===== src/rtl/uart_rx_frame_parser_if.sv =====
// ---------------------------------------------------------------------------
// uart_rx_frame_parser_if
//
// Verified-payload byte stream leaving the UART frame parser.
//   o_valid : source holds a verified payload byte on o_data
//   o_data  : payload byte
//   o_last  : marks the final payload byte of a frame
//   i_ready : sink accepts o_data in this cycle
// Signal names keep the parser's point of view (o_ = driven by the parser).
// The master modport is the parser side; the slave modport is the consumer.
// ---------------------------------------------------------------------------
interface uart_rx_frame_parser_if;
  logic       o_valid;
  logic [7:0] o_data;
  logic       o_last;
  logic       i_ready;

  modport master (
    output o_valid,
    output o_data,
    output o_last,
    input  i_ready
  );

  modport slave (
    input  o_valid,
    input  o_data,
    input  o_last,
    output i_ready
  );
endinterface


===== src/rtl/uart_rx_frame_parser.sv =====
// ---------------------------------------------------------------------------
// uart_rx_frame_parser
//
// Sits behind a UART receiver. It hunts for a start-of-frame byte, then
// collects a length byte, a length-prefixed payload and a checksum byte. The
// payload is buffered and only released on the output stream once the
// checksum is verified, so corrupt or truncated frames never leave the block.
//
// Frame:  SOF | LEN (1..MAX_LEN) | LEN payload bytes | CHK
// Check:  LEN + payload bytes + CHK == 0 (mod 256)
//
// Ports
//   i_clk       : system clock (same clock as the UART receiver)
//   i_rst_n     : asynchronous active-low reset
//   i_dv        : receiver data-valid; each rising edge is one new byte
//   i_rx_byte   : received byte, stable while i_dv is high
//   stream      : verified payload stream (o_valid/o_data/o_last/i_ready)
//   o_frame_ok  : one-cycle pulse, frame passed its checksum
//   o_frame_err : one-cycle pulse, error detected
//   o_err_code  : 0 timeout, 1 bad length, 2 bad checksum, 3 overrun;
//                 held until the next error
//   o_busy      : high whenever the parser is not hunting for SOF
// ---------------------------------------------------------------------------
module uart_rx_frame_parser #(
  parameter int unsigned MAX_LEN      = 16,
  parameter logic [7:0]  SOF          = 8'hA5,
  parameter int unsigned TIMEOUT_CLKS = 104170
) (
  input  logic                          i_clk,
  input  logic                          i_rst_n,
  input  logic                          i_dv,
  input  logic [7:0]                    i_rx_byte,
  uart_rx_frame_parser_if.master        stream,
  output logic                          o_frame_ok,
  output logic                          o_frame_err,
  output logic [1:0]                    o_err_code,
  output logic                          o_busy
);

  localparam int unsigned    AW        = (MAX_LEN > 1) ? $clog2(MAX_LEN) : 1;
  localparam int unsigned    CW        = $clog2(TIMEOUT_CLKS + 1);
  localparam logic [CW-1:0]  TO_LIMIT  = CW'(TIMEOUT_CLKS);
  localparam logic [7:0]     MAX_LEN_B = 8'(MAX_LEN);

  localparam logic [1:0] ERR_TIMEOUT  = 2'd0;
  localparam logic [1:0] ERR_LENGTH   = 2'd1;
  localparam logic [1:0] ERR_CHECKSUM = 2'd2;
  localparam logic [1:0] ERR_OVERRUN  = 2'd3;

  typedef enum logic [2:0] {
    ST_HUNT,
    ST_LEN,
    ST_PAYLOAD,
    ST_CHK,
    ST_DRAIN
  } state_t;

  state_t          state_q, state_d;
  logic            dv_q, dv_d;
  logic            strobe;
  logic [7:0]      len_q, len_d;
  logic [7:0]      sum_q, sum_d;
  logic [7:0]      idx_q, idx_d;
  logic [7:0]      rd_idx_q, rd_idx_d;
  logic [7:0]      rd_idx_next;
  logic [CW-1:0]   to_cnt_q, to_cnt_d;
  logic            timed_out;

  logic            valid_q, valid_d;
  logic [7:0]      data_q, data_d;
  logic            last_q, last_d;
  logic            ok_q, ok_d;
  logic            err_q, err_d;
  logic [1:0]      code_q, code_d;
  logic            busy_q, busy_d;

  // Payload buffer; contents are don't-care after reset.
  logic [7:0]      buf_mem [MAX_LEN];
  logic            buf_we;

  // One strobe per rising edge of i_dv, however long it is held.
  assign strobe = i_dv & ~dv_q;

  // A strobe arriving on the terminal-count cycle keeps the frame alive.
  assign timed_out = (to_cnt_q == TO_LIMIT) && !strobe;

  assign rd_idx_next = rd_idx_q + 8'd1;

  // -------------------------------------------------------------------------
  // Next-state and output logic
  // -------------------------------------------------------------------------
  always_comb begin
    state_d  = state_q;
    dv_d     = i_dv;
    len_d    = len_q;
    sum_d    = sum_q;
    idx_d    = idx_q;
    rd_idx_d = rd_idx_q;
    // Counter is zero unless a framing state explicitly advances it, which
    // covers both "clear on strobe" and "clear on state entry".
    to_cnt_d = '0;
    valid_d  = valid_q;
    data_d   = data_q;
    last_d   = last_q;
    ok_d     = 1'b0;
    err_d    = 1'b0;
    code_d   = code_q;
    buf_we   = 1'b0;

    unique case (state_q)
      ST_HUNT: begin
        if (strobe && (i_rx_byte == SOF)) begin
          state_d = ST_LEN;
        end
      end

      ST_LEN: begin
        if (strobe) begin
          if ((i_rx_byte == 8'd0) || (i_rx_byte > MAX_LEN_B)) begin
            err_d   = 1'b1;
            code_d  = ERR_LENGTH;
            state_d = ST_HUNT;
          end else begin
            len_d   = i_rx_byte;
            sum_d   = i_rx_byte;
            idx_d   = 8'd0;
            state_d = ST_PAYLOAD;
          end
        end else if (timed_out) begin
          err_d   = 1'b1;
          code_d  = ERR_TIMEOUT;
          state_d = ST_HUNT;
        end else begin
          to_cnt_d = to_cnt_q + CW'(1);
        end
      end

      ST_PAYLOAD: begin
        if (strobe) begin
          buf_we = 1'b1;
          sum_d  = sum_q + i_rx_byte;
          idx_d  = idx_q + 8'd1;
          if (idx_q == (len_q - 8'd1)) begin
            state_d = ST_CHK;
          end
        end else if (timed_out) begin
          err_d   = 1'b1;
          code_d  = ERR_TIMEOUT;
          state_d = ST_HUNT;
        end else begin
          to_cnt_d = to_cnt_q + CW'(1);
        end
      end

      ST_CHK: begin
        if (strobe) begin
          if ((sum_q + i_rx_byte) == 8'h00) begin
            // First byte is presented together with the ok pulse.
            ok_d     = 1'b1;
            valid_d  = 1'b1;
            rd_idx_d = 8'd0;
            data_d   = buf_mem[0];
            last_d   = (len_q == 8'd1);
            state_d  = ST_DRAIN;
          end else begin
            err_d   = 1'b1;
            code_d  = ERR_CHECKSUM;
            state_d = ST_HUNT;
          end
        end else if (timed_out) begin
          err_d   = 1'b1;
          code_d  = ERR_TIMEOUT;
          state_d = ST_HUNT;
        end else begin
          to_cnt_d = to_cnt_q + CW'(1);
        end
      end

      ST_DRAIN: begin
        // Bytes arriving while draining are dropped, SOF included.
        if (strobe) begin
          err_d  = 1'b1;
          code_d = ERR_OVERRUN;
        end
        if (valid_q && stream.i_ready) begin
          if (last_q) begin
            valid_d = 1'b0;
            last_d  = 1'b0;
            data_d  = 8'h00;
            state_d = ST_HUNT;
          end else begin
            rd_idx_d = rd_idx_next;
            data_d   = buf_mem[rd_idx_next[AW-1:0]];
            last_d   = (rd_idx_next == (len_q - 8'd1));
          end
        end
      end

      default: begin
        state_d = ST_HUNT;
      end
    endcase

    busy_d = (state_d != ST_HUNT);
  end

  // -------------------------------------------------------------------------
  // State and output registers
  // -------------------------------------------------------------------------
  always_ff @(posedge i_clk or negedge i_rst_n) begin
    if (!i_rst_n) begin
      state_q  <= ST_HUNT;
      dv_q     <= 1'b0;
      len_q    <= 8'd0;
      sum_q    <= 8'd0;
      idx_q    <= 8'd0;
      rd_idx_q <= 8'd0;
      to_cnt_q <= '0;
      valid_q  <= 1'b0;
      data_q   <= 8'h00;
      last_q   <= 1'b0;
      ok_q     <= 1'b0;
      err_q    <= 1'b0;
      code_q   <= 2'd0;
      busy_q   <= 1'b0;
    end else begin
      state_q  <= state_d;
      dv_q     <= dv_d;
      len_q    <= len_d;
      sum_q    <= sum_d;
      idx_q    <= idx_d;
      rd_idx_q <= rd_idx_d;
      to_cnt_q <= to_cnt_d;
      valid_q  <= valid_d;
      data_q   <= data_d;
      last_q   <= last_d;
      ok_q     <= ok_d;
      err_q    <= err_d;
      code_q   <= code_d;
      busy_q   <= busy_d;
    end
  end

  // Buffer write port; no reset so it maps onto memory resources.
  always_ff @(posedge i_clk) begin
    if (buf_we) begin
      buf_mem[idx_q[AW-1:0]] <= i_rx_byte;
    end
  end

  assign stream.o_valid = valid_q;
  assign stream.o_data  = data_q;
  assign stream.o_last  = last_q;
  assign o_frame_ok     = ok_q;
  assign o_frame_err    = err_q;
  assign o_err_code     = code_q;
  assign o_busy         = busy_q;

endmodule


===== src/flat_wrapper.sv =====
// flat-port wrapper written by rule: the top's interface ports become plain ports
module uart_rx_frame_parser_flat 
#(
  parameter int unsigned MAX_LEN      = 16,
  parameter logic [7:0]  SOF          = 8'hA5,
  parameter int unsigned TIMEOUT_CLKS = 104170
)
  (i_clk, i_rst_n, i_dv, i_rx_byte, o_frame_ok, o_frame_err, o_err_code, o_busy, stream_o_valid, stream_o_data, stream_o_last, stream_i_ready);
  uart_rx_frame_parser_if stream_i ();
  input  logic i_clk;
  input  logic i_rst_n;
  input  logic i_dv;
  input  logic [7:0] i_rx_byte;
  output logic o_frame_ok;
  output logic o_frame_err;
  output logic [1:0] o_err_code;
  output logic o_busy;
  output wire logic [$bits(stream_i.o_valid)-1:0] stream_o_valid;
  output wire logic [$bits(stream_i.o_data)-1:0] stream_o_data;
  output wire logic [$bits(stream_i.o_last)-1:0] stream_o_last;
  input wire logic [$bits(stream_i.i_ready)-1:0] stream_i_ready;
  assign stream_o_valid = stream_i.o_valid;
  assign stream_o_data = stream_i.o_data;
  assign stream_o_last = stream_i.o_last;
  assign stream_i.i_ready = stream_i_ready;
  uart_rx_frame_parser #(.MAX_LEN(MAX_LEN), .SOF(SOF), .TIMEOUT_CLKS(TIMEOUT_CLKS)) u_core (.i_clk(i_clk), .i_rst_n(i_rst_n), .i_dv(i_dv), .i_rx_byte(i_rx_byte), .stream(stream_i), .o_frame_ok(o_frame_ok), .o_frame_err(o_frame_err), .o_err_code(o_err_code), .o_busy(o_busy));
endmodule

===== config.mk =====
export PLATFORM = sky130hd
export DESIGN_NAME = uart_rx_frame_parser_flat
export DESIGN_NICKNAME = d
export VERILOG_FILES = /design/src/rtl/uart_rx_frame_parser_if.sv /design/src/rtl/uart_rx_frame_parser.sv /design/src/flat_wrapper.sv
export SDC_FILE = /design/constraint.sdc
export NUM_CORES = 1
export LEC_CHECK = 0
export ABC_AREA = 1
export CAP_MARGIN = 20
export CORE_ASPECT_RATIO = 0.9
export CORE_MARGIN = 1.5
export CORE_UTILIZATION = 35
export CTS_BUF_LIST = sky130_fd_sc_hd__clkbuf_4
export DETAILED_ROUTE_END_ITERATION = 8
export PLACE_DENSITY_LB_ADDON = 0.2
export SKIP_LAST_GASP = 1
export SLEW_MARGIN = 0
export SYNTH_ARGS = -nofsm -noshare
export SYNTH_HDL_FRONTEND = slang
export SYNTH_SLANG_ARGS = --single-unit
export TNS_END_PERCENT = 50

===== constraint.sdc =====
create_clock -name i_clk -period 3.4 [get_ports i_clk]
set_clock_uncertainty 0.1 [all_clocks]
set_input_delay 0.51 -clock i_clk [delete_from_list [all_inputs] [get_ports i_clk]]
set_output_delay 0.51 -clock i_clk [all_outputs]
set_load 0.05 [all_outputs]

* Word-level counts from Yosys, hierarchy flattened
Memory sizes are Yosys's and may differ from the RTL's.
Cells that the tools add are included.
** Storage, ports and cells
- Register bits after elaboration :: 68
- RAM bits :: 128
- Bits of input ports :: 12
- Word-level logic and storage cells :: 128
- Memories :: 1
** Cells by class
- $add $sub $neg :: 5
- $lt $le $gt $ge :: 1
- Eq/ne operators :: 21
- Mux-type cells :: 64
- Bitwise operators :: 3
- Reduce and logical (&&, ||, !) cells :: 19
** Memory list
- u_core.buf_mem :: depth 16, bits a word 8, rd ports 2, clocked after Yosys merged registers in 0, write ports 1, line uart_rx_frame_parser.sv:78 : logic [7:0] buf_mem [MAX_LEN];
** Operators with widths (number)
- 8-bit two-way mux :: 14
- 8-bit case mux with 2 select lines :: 4
- 17-bit two-way mux :: 3
- 3-bit two-way mux :: 9
- 1-bit two-way mux :: 21
- 17-bit by 1-bit adder with 17-bit output, second input constant :: 1
- 17-bit equality test, second input constant :: 1
- 8-bit by 1-bit adder with 8-bit output, second input constant :: 2
- 8-bit equality test :: 2
- 8-bit logical NOT :: 2
- 2-bit two-way mux :: 8
- 3-bit case mux with 5 select lines :: 1
- 5-bit AND reduction :: 3
- 2-bit by 1-bit inequality test with 1-bit output, second input constant :: 7
- 8-bit adder :: 1
- 8-bit by 1-bit equality test with 1-bit output, second input constant :: 1
- 8-bit equality test, second input constant :: 1
- 8-bit by 5-bit > comparator with 1-bit output, second input constant :: 1
- 2-bit case mux with 4 select lines :: 1
- 4-bit AND reduction :: 2
- 8-bit by 1-bit subtractor with 8-bit output, second input constant :: 1
- 3-bit by 2-bit equality test with 1-bit output, second input constant :: 2
- 2-bit inequality test, second input constant :: 3
- 3-bit inequality test, second input constant :: 2
- other kinds (15) :: 20

* Logic depth before layout (Yosys ltp)
Gate-level depths: netlist of run 1.
- Depth in word-level cells :: 8
- Depth in mapped cells :: 16
- Mapped depth without buffers :: 16

* Worst setup path after synthesis of run 1
Ideal clock, no wire load.
- Path type :: input to register
- From :: input i_rx_byte[0]
- To :: register u_core.rd_idx_q[5]
- Library setup time :: 0.117 ns
- Arrival time :: 2.183 ns
- Required time :: 3.183 ns
- Setup slack :: 1.000 ns
- Cell stages on the path :: 13
- Buffers on the path :: 1
- Path through :: ha_1 > fa_1 > nor2_1 > nand2_1 > nor2_1 > nand3_2 > nor2_4 > nand2_2 > nand2_4 > nand3_4 > buf_6 > nand2_2 > o21ai_2
** On the way
- Longest elaborated chain between the ends :: 4
** Ends and longest elaborated chain
- start: declaration :: line flat_wrapper.sv:13 : input logic [7:0] i_rx_byte;
- 8-bit adder :: line uart_rx_frame_parser.sv:157 : if ((sum_q + i_rx_byte) == 8'h00) begin
- 8-bit logical NOT :: line uart_rx_frame_parser.sv:157
- 2-bit by 1-bit inequality test with 1-bit output (no line)
- 5-bit AND reduction (no line)
- end signal: assignment :: line uart_rx_frame_parser.sv:232 : rd_idx_q <= rd_idx_d;
- end: declaration :: line uart_rx_frame_parser.sv:64 : logic [7:0] rd_idx_q, rd_idx_d;
Every way passes these cells.
A chain may end at the register's enable or synchronous reset.

* Worst setup path after layout of run 1
- From :: input i_rx_byte[0]
- To :: register u_core.rd_idx_q[1]
The elaborated chain is that of the path after synthesis.

==> metrics.csv, run 1 <==
stage;metric;value;unit
run_status;status;complete, no violations;
power_and_ir_drop;leakage;4.23;nW
clocking;clk_pin_slew_worst_paths;0.18;ns
power_and_ir_drop;comb_power_share;10.7;%
global_routing;grt_pass1_wl;37800;um
run;maxCapViolCount;0;
power_and_ir_drop;p_int;3.08;mW
power_and_ir_drop;swShare;29.4;%
final_layout;drive_gt1_share;10.3;%
final_layout;fin_nets;1079;
floorplanning;die_area;28100;sq um
logic_synthesis;synth-edff-count;128;
worst_hold_path;holdCritPathClass;input port to flip-flop;
worst_setup_path;ff2ff_setup_slack;0.93;ns
sta;slew_headroom;38.7;%
global_routing;grt_pass1_vias;6649;
sta;timing.fmax;373;MHz
clocking;postCtsResizedCells;0;
final_layout;final_cells;1412;
route;routed_wirelength;23600;um
worst_setup_path;crit_slowest_cell;clkdlybuf4s50_1;
floorplanning;start_util;36.0;%
power_and_ir_drop;power_frac_seq;60.4;%
worst_setup_path;cp-start-kind;input port;
power_and_ir_drop;ir_worst_vdd;0.189;mV
sta;period_share;78.9;%
logic_synthesis;synthCells;998;
power_and_ir_drop;p_per_area;410;nW/um^2
floorplanning;fp.dieW;177;um
clocking;clockRootBuffer;clkbuf_4;
global_routing;grt.total_usage;17.5;%
route;drc;0;
sta;maxSlewViolCount;0;
sta;worst_pin_slew;0.919;ns
clocking;cts-buffers-inserted;17;
logic_synthesis;synthDominantCellAreaShare;40.5;%
logic_synthesis;ys_seq_area_share;58.4;%
logic_synthesis;synth_top_cells_by_count;nand2_1 (196), nor2_1 (168), edfxtp_1 (128);
logic_synthesis;yosysWarnings;0;
global_routing;grt-ovfl-total;0;
logic_synthesis;yosysMostFrequentCell;nand2_1;
logic_synthesis;synth_fp_nets;1027;
worst_setup_path;slowest_delay;0.58;ns
logic_synthesis;syn_area_per_cell;9.51;sq um
sta;tns;0;ns
placement;io_buffer_count;26;
worst_setup_path;crit_chain;clkdlybuf4s50_1, ha_1, fa_1, nor2_1, nand2_1, nor2_1, nand3_2, nor2_4, nand2_2, nand2_4, nand3_4, nand2_1, o21ai_2;
worst_setup_path;cp_data_arrival_time;3.09;ns
logic_synthesis;ys.flop_type;edfxtp_1;
clocking;clock-sinks;196;
floorplanning;rows;56;
route;viasPerCell;4.97;
sta;period_minus_slack;2.68;ns
logic_synthesis;synth_area_leaders;edfxtp_1 (41%), dfrtp_1 (18%), nand2_1 (7.8%), nor2_1 (6.6%), o21ai_0 (4.2%);
placement;place_congestion;0.815;
floorplanning;chipHeight;159;um
route;drt_iter0_drc;723;
route;routedWlPerCell;16.7;um
logic_synthesis;synthDistinctLibCells;48;
worst_setup_path;worstPathMaxFanout;16;
power_and_ir_drop;power;4.36;mW
final_layout;areaGrowthSynthToFinish;12.0;%
route;ant_nets;0;
power_and_ir_drop;p_clk_share;28.9;%
sta;hold_viol;0;
route;routed-via-count;7014;
worst_setup_path;critPathCaptureType;flip-flop;
placement;post-place-cells;1378;
sta;rsz0062_at_grt;false;
power_and_ir_drop;power.net_switching;1.28;mW
worst_setup_path;timing_worst_setup_path_type;input port to flip-flop;
logic_synthesis;synthArstFlopShare;34.7;%
worst_setup_path;worstPathRequired;3.80;ns
logic_synthesis;netlist_area;9490;sq um
placement;post-dp-hpwl;16000;um
sta;setup_violations;0;
global_routing;grt_max_degree;69;
logic_synthesis;synth_seq_cells;196;
clocking;clk-insertion-delay-late;0.60;ns
clocking;cts_max_path_buffers;2;
logic_synthesis;synth_area_leader_cell;edfxtp_1;
floorplanning;pin_count;27;
global_routing;antenna_found_initial;1;
clocking;cts.htree.levels;4;
clocking;cts_tree;yes;
floorplanning;core_area;26300;sq um
route;dr.pass1.iters;5;
flip-flops by register name (all words and copies together), names as in the netlist, 2 cells and up:
register / flops
u_core.buf_mem: 128
u_core.idx_q: 8
u_core.len_q: 8
u_core.o_err_code: 2
u_core.rd_idx_q: 8
u_core.state_q: 3
u_core.stream.o_data: 8
u_core.sum_q: 8
u_core.to_cnt_q: 17
metrics by stage:
stage | instance area (sq um) | worst slack [ns] | hold slack, ns | utilization (%)
final | 10600 | 0.718 | 0.291 | 40.4
after global routing | 10600 | 0.601 | 0.253 | 40.4
after detailed placement | 10300 | 0.115 | 0.373 | 39.2
after CTS | 10600 | 0.780 | 0.252 | 40.4
after floorplan | 9490 | 1.00 | 0.114 | -
after global placement | 10300 | 0.150 | 0.349 | 39.2
cell families (layout without fill, tap and decap cells):
| kind of cell | Yosys count | count (layout) | share of synthesized area, % |
|---|---|---|---|
| mux | 1 | 1 | 0.105 |
| simple gates | 485 | 485 | 21.9 |
| buf+inv | 113 | 178 | 4.83 |
| other cells | 0 | 1 | 0 |
| flops | 196 | 196 | 58.4 |
| compound gates | 168 | 168 | 10.6 |
| xor+xnor | 18 | 18 | 1.82 |
| fa+ha+maj | 17 | 17 | 2.32 |
what timing repair did:
| action | 4_1_cts | 5_1_grt |
|---|---|---|
| hold buffers | 1 | 0 |
| endpoints found under the hold margin | 68 | 0 |
| setup buffers | 0 | 0 |
per-layer routing:
layer | GRT usage (%) | wire [um]
met5 | 0 | 0
met4 | 5.20 | 334
met3 | 2.53 | 967
met2 | 27.0 | 11000
met1 | 25.5 | 11300
worst max-delay path, delay by kind of cell:
family,cells,cell delay (ns)
AND/OR/NAND/NOR,9,1.13
buffers and inverters,1,0.58
adder cells (fa/ha/maj),2,0.80
AO/OA/AOI/OAI,1,0.06
placed cells by master (no fill, tap or decap), types with 2 or more instances in the layout:
cell,instances
a21boi_1,8
a31oi_1,4
inv_2,7
buf_4,39
clkinv_4,2
nand3_1,70
nor2_2,2
xnor2_1,6
inv_1,72
dfrtp_1,67
nand2_2,6
clkinv_8,3
inv_8,3
nor3_2,2
nor2_1,168
edfxtp_1,128
nand2_4,2
o21ai_2,8
a21oi_1,18
xor2_1,10
nor2_4,4
o21a_1,2
o21ai_0,79
o21ai_1,8
clkdlybuf4s50_1,25
nand2_1,196
o22ai_1,2
nand4_1,12
xor2_2,2
clkbuf_4,17
inv_6,3
ha_1,15
nor3_1,12
o211ai_1,33
nand3b_1,2
clkinv_1,2
nor3b_1,3
power groups by stage:
stage                     logic (mW)  registers, mW  clock network, mW
after detailed placement       0.473           2.68                  0
after global placement         0.469           2.69                  0
final                          0.468           2.63               1.26
after floorplan                0.106           2.84                  0
after global routing           0.507           2.64               1.38
after CTS                      0.474           2.64               1.29
path summary, 6_finish.rpt:
check	depth (start not counted)	endpoint	startpoint
worst max-delay path	13	u_core.rd_idx_q[1]	i_rx_byte[0]
worst min-delay path	1	u_core.dv_q	i_dv
worst max register to register	12	u_core.rd_idx_q[1]	u_core.sum_q[0]
worst min register to register	1	u_core.to_cnt_q[0]	u_core.to_cnt_q[0]
max in group asynchronous	2	u_core.sum_q[0]	i_rst_n
min in group asynchronous	2	u_core.stream.o_data[5]	i_rst_n
area by class of cell:
| type | instances | area, sq um |
|---|---|---|
| tap | 348 | 435 |
| multi-input combinational | 689 | 3490 |
| clock inverter | 15 | 159 |
| sequential | 196 | 5550 |
| fill | 2630 | 15700 |
| inverter | 80 | 300 |
| clock buffer | 17 | 128 |
| timing repair buffer | 66 | 573 |
| antenna | 1 | 2.50 |
(Power assumes the default switching activity.)
==> run 2: changes to the inputs <==
==> constraint.sdc (replaced) <==
create_clock -name i_clk -period 2.68 [get_ports i_clk]
set_clock_uncertainty 0.1 [all_clocks]
set_input_delay 0.402 -clock i_clk [delete_from_list [all_inputs] [get_ports i_clk]]
set_output_delay 0.402 -clock i_clk [all_outputs]
set_load 0.05 [all_outputs]
==> run 2 against run 1 <==
Against the previous run:
- setup slack got worse by 0.54 ns
- total power rose by 30%
- hold slack got worse by 0.11 ns
- register-to-register slack got worse by 0.69 ns
- sequential cell count is the same
- via count up 2.0%
- count of clock-buffer cells in the layout stayed put
- critical endpoint is now u_core.o_err_code[1]
- largest power group unchanged
==> metrics.csv, run 2 (synthesis results as in run 1) <==
stage;metric;value;unit;change
global_routing;antenna_found_initial;1;;unchanged
worst_setup_path;worst_r2r_endpoint;u_core.o_err_code[1];;
sta;hold-worst-slack;0.185;ns;-0.106 ns
clocking;post_cts_buffers;0;;unchanged
worst_hold_path;holdCritPathClass;input port to flip-flop;;
route;ant_nets;0;;unchanged
sta;worst_pin_slew;0.612;ns;-0.307 ns
placement;post-place-cells;1403;;+1.8%
placement;place_congestion;0.805;;-1.2%
placement;post-dp-hpwl;16400;um;+2.8%
clocking;cts_max_path_buffers;2;;unchanged
worst_setup_path;setup.worst_path.start;i_rx_byte[0];;
floorplanning;chipHeight;159;um;unchanged
global_routing;grt_pass1_wl;38300;um;+1.3%
power_and_ir_drop;ir_worst_vdd;0.246;mV;+30%
sta;setup_violations;0;;unchanged
final_layout;areaGrowthSynthToFinish;14.9;%;
floorplanning;core_area;26300;sq um;unchanged
final_layout;fin_util;41.4;%;+1.0 points
floorplanning;start_util;36.0;%;unchanged
global_routing;grt.total_usage;17.7;%;+0.14 points
worst_setup_path;timing_worst_setup_path_type;input port to flip-flop;;
floorplanning;pin_count;27;;unchanged
placement;io_buffer_count;26;;unchanged
route;routed_wirelength;24000;um;+1.7%
worst_setup_path;worstPathMaxFanout;4;;-12
worst_setup_path;critPathCaptureType;flip-flop;;
clocking;cts_tree;yes;;
run;maxCapViolCount;0;;unchanged
global_routing;grt_max_degree;53;;-23%
route;dr.pass1.iters;5;;unchanged
power_and_ir_drop;leakage;4.38;nW;+3.5%
route;routedWlPerCell;16.7;um;-0.11%
clocking;clock-sinks;196;;unchanged
final_layout;fin_nets;1105;;+2.4%
worst_setup_path;ff2ff_path_depth;14;;+2
global_routing;grt_pass1_vias;6962;;+4.7%
final_layout;drive_gt1_share;12.5;%;+2.2 points
sta;maxSlewViolCount;0;;unchanged
sta;period_share;93.5;%;
final_layout;final_common_cell;nand2_1;;
final_layout;mostFrequentLayoutCells;nand2_1 (196), nor2_1 (168), edfxtp_1 (128);;
run_status;status;complete, no violations;;
clocking;cts.htree.levels;4;;unchanged
floorplanning;rows;56;;unchanged
final_layout;largest_reg_flops;128;;unchanged
worst_setup_path;r2r_start;u_core.sum_q[0];;
power_and_ir_drop;power;5.66;mW;+30%
clocking;clk_pin_slew_worst_paths;0.18;ns;about the same
worst_setup_path;worstPathRequired;3.11;ns;-0.69 ns
sta;rsz0062_at_grt;false;;
sta;period_minus_slack;2.51;ns;
worst_setup_path;cp-start-kind;input port;;
final_layout;fill_cells;2631;;+0.038%
sta;timing.fmax;399;MHz;
clocking;clk-insertion-delay-late;0.58;ns;-0.02 ns
worst_setup_path;endpoint;u_core.o_err_code[1];;
sta;hold_viol;0;;unchanged
route;viasPerCell;4.97;;+0.14%
clocking;clockRootBuffer;clkbuf_4;;
floorplanning;die_area;28100;sq um;unchanged
global_routing;grt-ovfl-total;0;;unchanged
final_layout;final_cells;1438;;+1.8%
clocking;cts-buffers-inserted;17;;unchanged
power_and_ir_drop;p_per_area;519;nW/um^2;+27%
worst_setup_path;cp_data_arrival_time;2.94;ns;-0.15 ns
worst_setup_path;ff2ff_setup_slack;0.24;ns;-0.69 ns
route;routed-via-count;7153;;+2.0%
route;drt_iter0_drc;522;;-28%
sta;slew_headroom;59.2;%;+20 points
route;drc;0;;unchanged
floorplanning;fp.dieW;177;um;unchanged
-- run 2: changes by cell type in the layout (fill, tap and decap cells not counted) --
cell        before  now
buf_4           39   61
buf_12           1    4
bufinv_16        0    1
clkinv_1         2    1
clkinv_2         0    1
clkinvlp_2       1    0
nand3_4          1    2
-- run 2: timing repair --
item | in CTS | in global routing
endpoints found under the setup margin | 0 | 6
hold endpoints to repair | 43 | 0
hold buffers | 1 | 0
resized for setup | 0 | 1
-- run 2: layout make-up --
| class | instances | area (sq um) | share of cell area [%] |
|---|---|---|---|
| clock buffers | 17 | 128 | 1.17 |
| clock inverters | 15 | 185 | 1.70 |
| multi-input cells | 690 | 3510 | 32.2 |
| diodes | 1 | 2.50 | 0.0230 |
| repair buffers | 91 | 798 | 7.32 |
| flip-flops and latches | 196 | 5550 | 50.9 |
| well taps | 348 | 435 | 3.99 |
| inverters | 80 | 300 | 2.75 |
-- run 2: power by group --
group	internal, mW	switching, mW
Clock	0.525	1.17
Combinational	0.205	0.411
Sequential	3.29	0.0514
-- run 2: per-stage QoR --
stage	worst slack, ns	instance area, sq um	setup TNS [ns]
2_1_floorplan	0.388	9490	0
3_3_place_gp	-0.451	10600	-8.24
3_5_place_dp	-0.475	10600	-8.73
4_1_cts	0.182	10900	0
5_1_grt	0.0249	10900	0
6_report	0.173	10900	0
-- run 2: worst min path at each step --
stage          startpoint                      end  slack (ns)  depth (start not counted)
6_report             i_dv              u_core.dv_q        0.18                          1
5_1_grt              i_dv              u_core.dv_q        0.12                          1
4_1_cts              i_dv              u_core.dv_q        0.13                          1
3_5_place_dp      i_rst_n  u_core.stream.o_data[4]        0.36                          1
3_3_place_gp      i_rst_n       u_core.rd_idx_q[5]        0.36                          1
2_1_floorplan     i_rst_n              u_core.dv_q       0.006                          0
-- run 2: critical path, cell delays in order --
cell,delay [ns]
clkdlybuf4s50_1,0.56
ha_1,0.32
fa_1,0.47
nand3_1,0.13
buf_4,0.11
nand2_1,0.04
nand2_1,0.07
nand2_1,0.07
nand3_2,0.10
nor2_4,0.04
buf_4,0.13
nand3_1,0.14
nand2_1,0.08
or2_1,0.21
nand2_1,0.07
-- run 2: per-layer routing --
| layer | share of wire [%] | routed length [um] | track usage [%] |
|---|---|---|---|
| met3 | 3.5 | 834 | 3.10 |
| met1 | 48 | 11700 | 24.4 |
| met4 | 1.4 | 337 | 4.35 |
| met5 | 0 | 0 | 0 |
| met2 | 47 | 11200 | 28.8 |
